`config.mk`:
```
export PLATFORM = sky130hd
export DESIGN_NAME = cmd_parser
export DESIGN_NICKNAME = d
export VERILOG_FILES = /design/src/rtl/cmd_parser.sv
export SDC_FILE = /design/constraint.sdc
export NUM_CORES = 1
export LEC_CHECK = 0
export CORE_UTILIZATION = 38
export CTS_BUF_LIST = sky130_fd_sc_hd__clkbuf_8
export DETAILED_ROUTE_END_ITERATION = 7
export PLACE_DENSITY = 0.68
export SLEW_MARGIN = 25
export SYNTH_ARGS = -nofsm -noshare
export SYNTH_HDL_FRONTEND = slang
export SYNTH_SLANG_ARGS = --single-unit
```
`constraint.sdc`:
```
create_clock -name clkOut -period 2.3 [get_ports clkOut]
set_input_delay 0.23 -clock clkOut [delete_from_list [all_inputs] [get_ports clkOut]]
set_output_delay 0.23 -clock clkOut [all_outputs]
set_load 0.005 [all_outputs]
```
`src/rtl/cmd_parser.sv`:
```
// cmd_parser: framed host command decoder driving trace width/enable and FIFO flush.
// Define CMD_CHECKSUM_EN for 4-byte frames with a trailing CMD^ARG checksum byte.
module cmd_parser #(
  parameter int TIMEOUT_CYCLES = 48000,
  parameter int DEFAULT_WIDTH = 4
) (
  input  logic       clkOut,
  input  logic       rst,
  input  logic [7:0] rxByte,
  input  logic       rxTrig,
  input  logic       rxErr,
  output logic [2:0] width,
  output logic       traceEn,
  output logic       flushReq,
  output logic       cmdOk,
  output logic       cmdErr,
  output logic       busy
);
  localparam int CW = $clog2(TIMEOUT_CYCLES);
`ifdef CMD_CHECKSUM_EN
  typedef enum logic [1:0] {IDLE, CMD, ARG, CHK} state_t;
`else
  typedef enum logic [1:0] {IDLE, CMD, ARG} state_t;
`endif
  state_t r_state;
  logic [CW-1:0] r_cnt;
  logic [7:0] r_cmd;
  logic [2:0] r_width;
  logic r_trace, r_flush, r_ok, r_err, r_busy;
  logic w_byte, w_tmo, w_valid;
  logic [7:0] w_arg;
`ifdef CMD_CHECKSUM_EN
  logic [7:0] r_arg;
  assign w_arg = r_arg;
`else
  assign w_arg = rxByte;
`endif
  assign w_byte = rxTrig & ~rxErr;
  assign w_tmo = (r_state != IDLE) && (r_cnt == CW'(TIMEOUT_CYCLES - 1));
  always_comb begin
    w_valid = (r_cmd == 8'h01 && (w_arg == 8'h01 || w_arg == 8'h02 || w_arg == 8'h04))
           || (r_cmd == 8'h02 && w_arg[7:1] == 7'd0)
           || (r_cmd == 8'h03);
`ifdef CMD_CHECKSUM_EN
    w_valid = w_valid && (rxByte == (r_cmd ^ r_arg));
`endif
  end
  always_ff @(posedge clkOut) begin
    if (rst) begin
      r_state <= IDLE;
      r_cnt   <= '0;
      r_cmd   <= '0;
`ifdef CMD_CHECKSUM_EN
      r_arg   <= '0;
`endif
      r_width <= 3'(DEFAULT_WIDTH);
      r_trace <= 1'b0;
      r_flush <= 1'b0;
      r_ok    <= 1'b0;
      r_err   <= 1'b0;
      r_busy  <= 1'b0;
    end else begin
      r_flush <= 1'b0;
      r_ok    <= 1'b0;
      r_err   <= 1'b0;
      // Saturating inter-byte counter; held at zero while idle
      r_cnt <= (w_byte || r_state == IDLE) ? '0 : (r_cnt == CW'(TIMEOUT_CYCLES - 1)) ? r_cnt : r_cnt + 1'b1;
      if (r_state != IDLE && rxErr) begin
        r_state <= IDLE;
        r_busy  <= 1'b0;
        r_err   <= 1'b1;
      end else if (w_byte) begin
        if (r_state == IDLE) begin
          if (rxByte == 8'hA5) begin
            r_state <= CMD;
            r_busy  <= 1'b1;
          end
        end else if (r_state == CMD) begin
          r_cmd   <= rxByte;
          r_state <= ARG;
`ifdef CMD_CHECKSUM_EN
        end else if (r_state == ARG) begin
          r_arg   <= rxByte;
          r_state <= CHK;
`endif
        end else begin
          r_state <= IDLE;
          r_busy  <= 1'b0;
          r_ok    <= w_valid;
          r_err   <= ~w_valid;
          if (w_valid && r_cmd == 8'h01) r_width <= w_arg[2:0];
          if (w_valid && r_cmd == 8'h02) r_trace <= w_arg[0];
          if (w_valid && r_cmd == 8'h03) r_flush <= 1'b1;
        end
      end else if (w_tmo) begin
        r_state <= IDLE;
        r_busy  <= 1'b0;
        r_err   <= 1'b1;
      end
    end
  end
  assign width    = r_width;
  assign traceEn  = r_trace;
  assign flushReq = r_flush;
  assign cmdOk    = r_ok;
  assign cmdErr   = r_err;
  assign busy     = r_busy;
endmodule
```
==> impl_metrics.json, run 1 <==
{
  "finalHoldViolations": 0,
  "synth_edf_count": 0,
  "die_area_um2": 4716,
  "start_kind": "primary input",
  "layout.cells.non_filler": 269,
  "yosys-top-cells-area": "dfxtp_1 40%, nand2_1 5.1%, a21oi_1 5.0%, xnor2_1 4.7%, nor2_1 3.3%",
  "clk_latency_ps": 280,
  "fmax_ghz": 0.5701,
  "p_per_area_nw_per_um2": 533.5,
  "overflow": 0,
  "area_growth_pct": 19.41,
  "routabilityCongestion": 0.8081,
  "insertedDiodeCount": 0,
  "cp.required_ps": 2530,
  "track_usage_pct": 17.35,
  "min_path_type": "reg2reg",
  "relSlewSlack_pct": 61.41,
  "cts_sinks": 34,
  "cp_max_fo": 9,
  "first_pass_iters": 4,
  "ant_nets": 0,
  "synth_warnings": 0,
  "avgSynthCellArea_um2": 8.531,
  "hold_buffers": 0,
  "grt_pass1_wl_um": 5871,
  "finalClockSkew_ps": 5.360,
  "synthFlopType": "dfxtp_1",
  "num_rows": 23,
  "ys_types": 48,
  "cts_resized": 0,
  "place_inst": 263,
  "first_iter_violations": 101,
  "antenna_found_initial": 0,
  "fin_crit_sh_pct": 76.27,
  "worst_pin_slew_ps": 577.6,
  "p_leak_nw": 0.6197,
  "drv_cap": 0,
  "fillers": 411,
  "layout_common_cells": "34 x dfxtp_1, 23 x nand2_1, 19 x clkdlybuf4s50_1",
  "rsz0062_at_grt": "false",
  "synth_top_cell_area_share_pct": 40.30,
  "syn-num-nets": 211,
  "cts_tree": "done",
  "ys_ff_latch": 34,
  "tns_ps": 0,
  "fin_nets": 233,
  "crit_type": "in2reg",
  "die_w_um": 68.67,
  "wl_um": 3636,
  "routedWlPerCell_um": 13.52,
  "synthCells": 198,
  "dieHeight_um": 68.67,
  "grt_pass1_vias": 1298,
  "core_area_um2": 4144,
  "synth_area_leader_cell": "dfxtp_1",
  "cts-htree-levels": 2,
  "via_per_inst": 5.468,
  "ioPinCount": 20,
  "post_cts_buffers": 0,
  "peakVddDrop_v": 0.0002893,
  "netlist_area_um2": 1689,
  "cts-root-buf": "clkbuf_8",
  "start_util_pct": 40.76,
  "portBuffers": 19,
  "setup_viol": 0,
  "drive_gt1_share_pct": 9.132,
  "clkSlewWorstSetupHoldPaths_ps": 70,
  "yosysSeqAreaShare_pct": 40.30,
  "ys_async_sr_fraction_pct": 0,
  "routed-via-count": 1471,
  "drc": 0,
  "final_common_cell": "dfxtp_1",
  "grt_max_degree": 17,
  "worstSetupEndpointType": "flop",
  "clock_path_buffers": 2,
  "cts_buffers": 5,
  "drv_slew": 0,
  "hpwl_um": 2598,
  "fin_crit_ps": 1754,
  "arrival_ps": 1980,
  "status": "complete, no violations"
}
[per-stage QoR]
| step | hold slack (ps) | util [%] | cell area (um2) | setup WS (ps) | power [mW] |
|---|---|---|---|---|---|
| after global placement | 472.7 | 46.68 | 1934 | 259.2 | 0.6501 |
| after floorplan | 366.0 | - | 1689 | 834.0 | 0.6199 |
| after CTS | 485.1 | 48.67 | 2017 | 568.3 | 1.089 |
| after global routing | 498.7 | 48.67 | 2017 | 382.0 | 1.120 |
| final | 480.8 | 48.67 | 2017 | 545.8 | 1.076 |
| after detailed placement | 472.6 | 46.68 | 1934 | 259.5 | 0.6505 |
[logic make-up after synthesis]
kind of cell             count (synthesis)  share of synthesized area (%)
adder cells (fa/ha/maj)                  1                         0.7406
AND/OR/NAND/NOR                         92                          31.78
multiplexers                             2                          1.185
buffers and inverters                   15                          3.555
AO/OA/AOI/OAI                           44                          17.26
flip-flops                              34                          40.30
XOR/XNOR                                10                          5.186
[routing by layer]
metal / global-route usage (%) / part of all wire (%) / wire [um]
met3: 5.921 / 5.0 / 180
met5: 0 / 0 / 0
met2: 25.37 / 43 / 1575
met4: 8.854 / 1.5 / 56
met1: 22.40 / 50 / 1823
[worst paths after layout]
kind,endpoint,depth (start not counted),startpoint,slack [ps]
worst max register to register,busy,6,r_cnt[0],620
worst min register to register,traceEn,2,traceEn,480
worst max-delay path,busy,5,rxTrig,550
worst min-delay path,traceEn,2,traceEn,480
[synth_stat cells (all sizes together) (2+ instances only)]
master	number
nand3	8
or3	3
dfxtp	34
nor4b	3
nor3	9
o2111a	2
or2	2
mux2i	2
nand2b	4
a31oi	3
nor4	8
clkbuf	4
and3	3
a211oi	3
nor2	15
inv	8
buf	3
o21a	2
nand3b	2
a21oi	17
xnor2	9
nand2	23
o21ai	7
nand4	8
[flip-flops by register name, indices dropped and copies added, names as in the netlist]
| name | cells |
|---|---|
| width | 3 |
| r_state | 2 |
| r_cnt | 16 |
| cmdOk | 1 |
| flushReq | 1 |
| r_cmd | 8 |
| traceEn | 1 |
| cmdErr | 1 |
| busy | 1 |
[power breakdown]
part           switching (mW)  internal (mW)  total [mW]
combinational          0.0255         0.0231      0.0486
sequential           0.000126          0.589       0.589
clock                   0.208          0.231       0.438
total                   0.233          0.843        1.08
[final cells by class]
cell class              instances  area (um2)  area share [%]
clock buffers                   6       82.58           4.094
repair buffers                 22       212.7           10.55
well taps                      50       62.56           3.102
inverters                       8       30.03           1.489
flip-flops and latches         34       680.7           33.75
multi-input cells             149       948.4           47.02
[worst max-delay path, cell delays in order]
cell             delay, ps
clkdlybuf4s50_1        490
nor2b_1                500
nand4_1                150
nor4_1                 410
o31a_1                 200
Power figures use the tool's default switching activity.
==> run 2: changes to the inputs <==
==> constraint.sdc (replaced) <==
create_clock -name clkOut -period 1.8 [get_ports clkOut]
set_input_delay 0.18 -clock clkOut [delete_from_list [all_inputs] [get_ports clkOut]]
set_output_delay 0.18 -clock clkOut [all_outputs]
set_load 0.005 [all_outputs]
==> run 2 against run 1 <==
Power grew 38%. Sequential power grew 28%. Global-route usage grew 0.12 points. Register-to-register slack lost 420 ps. Via count grew 4.8%. Critical path depth is the same. Clock skew grew 3.6 ps. Core utilization grew 3.6 points. Worst setup slack lost 340 ps. Worst hold slack lost 12 ps. Wire length grew 1.0%. Critical path type is now reg2reg. Critical endpoint is now r_cnt[7].
==> impl_metrics.json, run 2 (synthesis gave the netlist of run 1 again) <==
{
  "core_area_um2": 4144,
  "cts-htree-levels": 2,
  "largest_register": "r_cnt",
  "hold_buffers": 0,
  "max_stage_delay_ps": 380,
  "clock_path_buffers": 2,
  "routabilityCongestion": 0.8268,
  "cp-startpoint": "r_cnt[0]",
  "min_path_type": "reg2reg",
  "post_cts_buffers": 0,
  "drv_cap": 0,
  "dieHeight_um": 68.67,
  "cp.required_ps": 1990,
  "start_kind": "flop",
  "setup_viol": 0,
  "drv_slew": 0,
  "first_pass_iters": 4,
  "peakVddDrop_v": 0.0002668,
  "fmax_ghz": 0.6267,
  "finalClockSkew_ps": 8.916,
  "num_rows": 23,
  "clk_latency_ps": 290,
  "cts-root-buf": "clkbuf_8",
  "fin_util_pct": 52.23,
  "fin_crit_ps": 1596,
  "timing.hold.ws_ps": 469.2,
  "portBuffers": 19,
  "arrival_ps": 1780,
  "rsz0062_at_grt": "false",
  "cp.buffers_inverters": 0,
  "hpwl_um": 2738,
  "crit_path_frequent_cell": "nand3_1",
  "p_total_mw": 1.488,
  "via_per_inst": 5.369,
  "worstSetupEndpointType": "flop",
  "wl_um": 3674,
  "routedWlPerCell_um": 12.80,
  "die_w_um": 68.67,
  "drc": 0,
  "worst_pin_slew_ps": 409.7,
  "p_leak_nw": 0.7099,
  "die_area_um2": 4716,
  "largest_reg_flops": 16,
  "finalHoldViolations": 0,
  "track_usage_pct": 17.47,
  "cts_sinks": 34,
  "insertedDiodeCount": 0,
  "r2r_start": "r_cnt[0]",
  "grt_pass1_vias": 1313,
  "layout_common_cells": "34 x dfxtp_1, 23 x nand2_1, 19 x clkdlybuf4s50_1, 19 x buf_4, 17 x a21oi_1",
  "cp_max_fo": 5,
  "p_per_area_nw_per_um2": 687.5,
  "hp-start": "traceEn",
  "area_growth_pct": 28.15,
  "routed-via-count": 1541,
  "cts_buffers": 5,
  "path_delay_family": "simple AND/OR/NAND/NOR gates",
  "cts_resized": 0,
  "cts_tree": "done",
  "first_iter_violations": 108,
  "worstPathCellList": "ha_1 -> nand3_1 -> nor2_1 -> nand3_1 -> and3_1",
  "fin_nets": 249,
  "status": "complete, no violations",
  "clkSlewWorstSetupHoldPaths_ps": 70,
  "ioPinCount": 20,
  "drive_gt1_share_pct": 16.03,
  "crit_type": "reg2reg",
  "relSlewSlack_pct": 72.60,
  "grt_pass1_wl_um": 5913,
  "crit_slowest_cell": "dfxtp_1",
  "ant_nets": 0,
  "overflow": 0,
  "antenna_found_initial": 0,
  "fin_crit_sh_pct": 88.65,
  "final_common_cell": "dfxtp_1",
  "start_util_pct": 40.76,
  "grt_max_degree": 15
}
==> run 2: per-layer routing <==
layer / share of wire [%] / track usage [%] / up-vias
met3: 3.3 / 5.428 / 7
met5: 0 / 0 / -
met2: 44 / 26.59 / 22
met4: 1.9 / 7.813 / 0
li1: - / - / 795
met1: 51 / 22.47 / 717
==> run 2: path summary, 6_finish.rpt <==
check,to,slack [ps],depth (start not counted)
min reg2reg,traceEn,470,2
min,traceEn,470,2
max reg2reg,r_cnt[7],200,5
max,r_cnt[7],200,5
==> run 2: layout make-up <==
type                    instances  area [um2]
inverters                       8       30.03
multi-input cells             149       948.4
well taps                      50       62.56
flip-flops and latches         34       680.7
fillers                       403        1979
clock buffers                   8       110.1
repair buffers                 38       332.8
==> run 2: power by group <==
group	switching, mW	internal (mW)	leakage, nW
clock network	0.277	0.386	0.0575
registers	0.000174	0.752	0.274
logic	0.0346	0.0383	0.379
==> run 2: tightest hold or removal path, delay by kind of cell, from the launching register on <==
| kind | cells | cell delay, ps |
|---|---|---|
| flops | 1 | 310 |
| compound gates | 2 | 110 |
==> run 2: through the flow <==
stage	std cells	setup slack, ps	TNS [ps]	cell area (um2)
floorplan	198	334.0	0	1689
detailed placement	279	-31.68	-31.68	2054
global route	287	30.88	0	2165
finish	287	204.3	0	2165
CTS	287	183.8	0	2165
global placement	279	41.67	0	2054
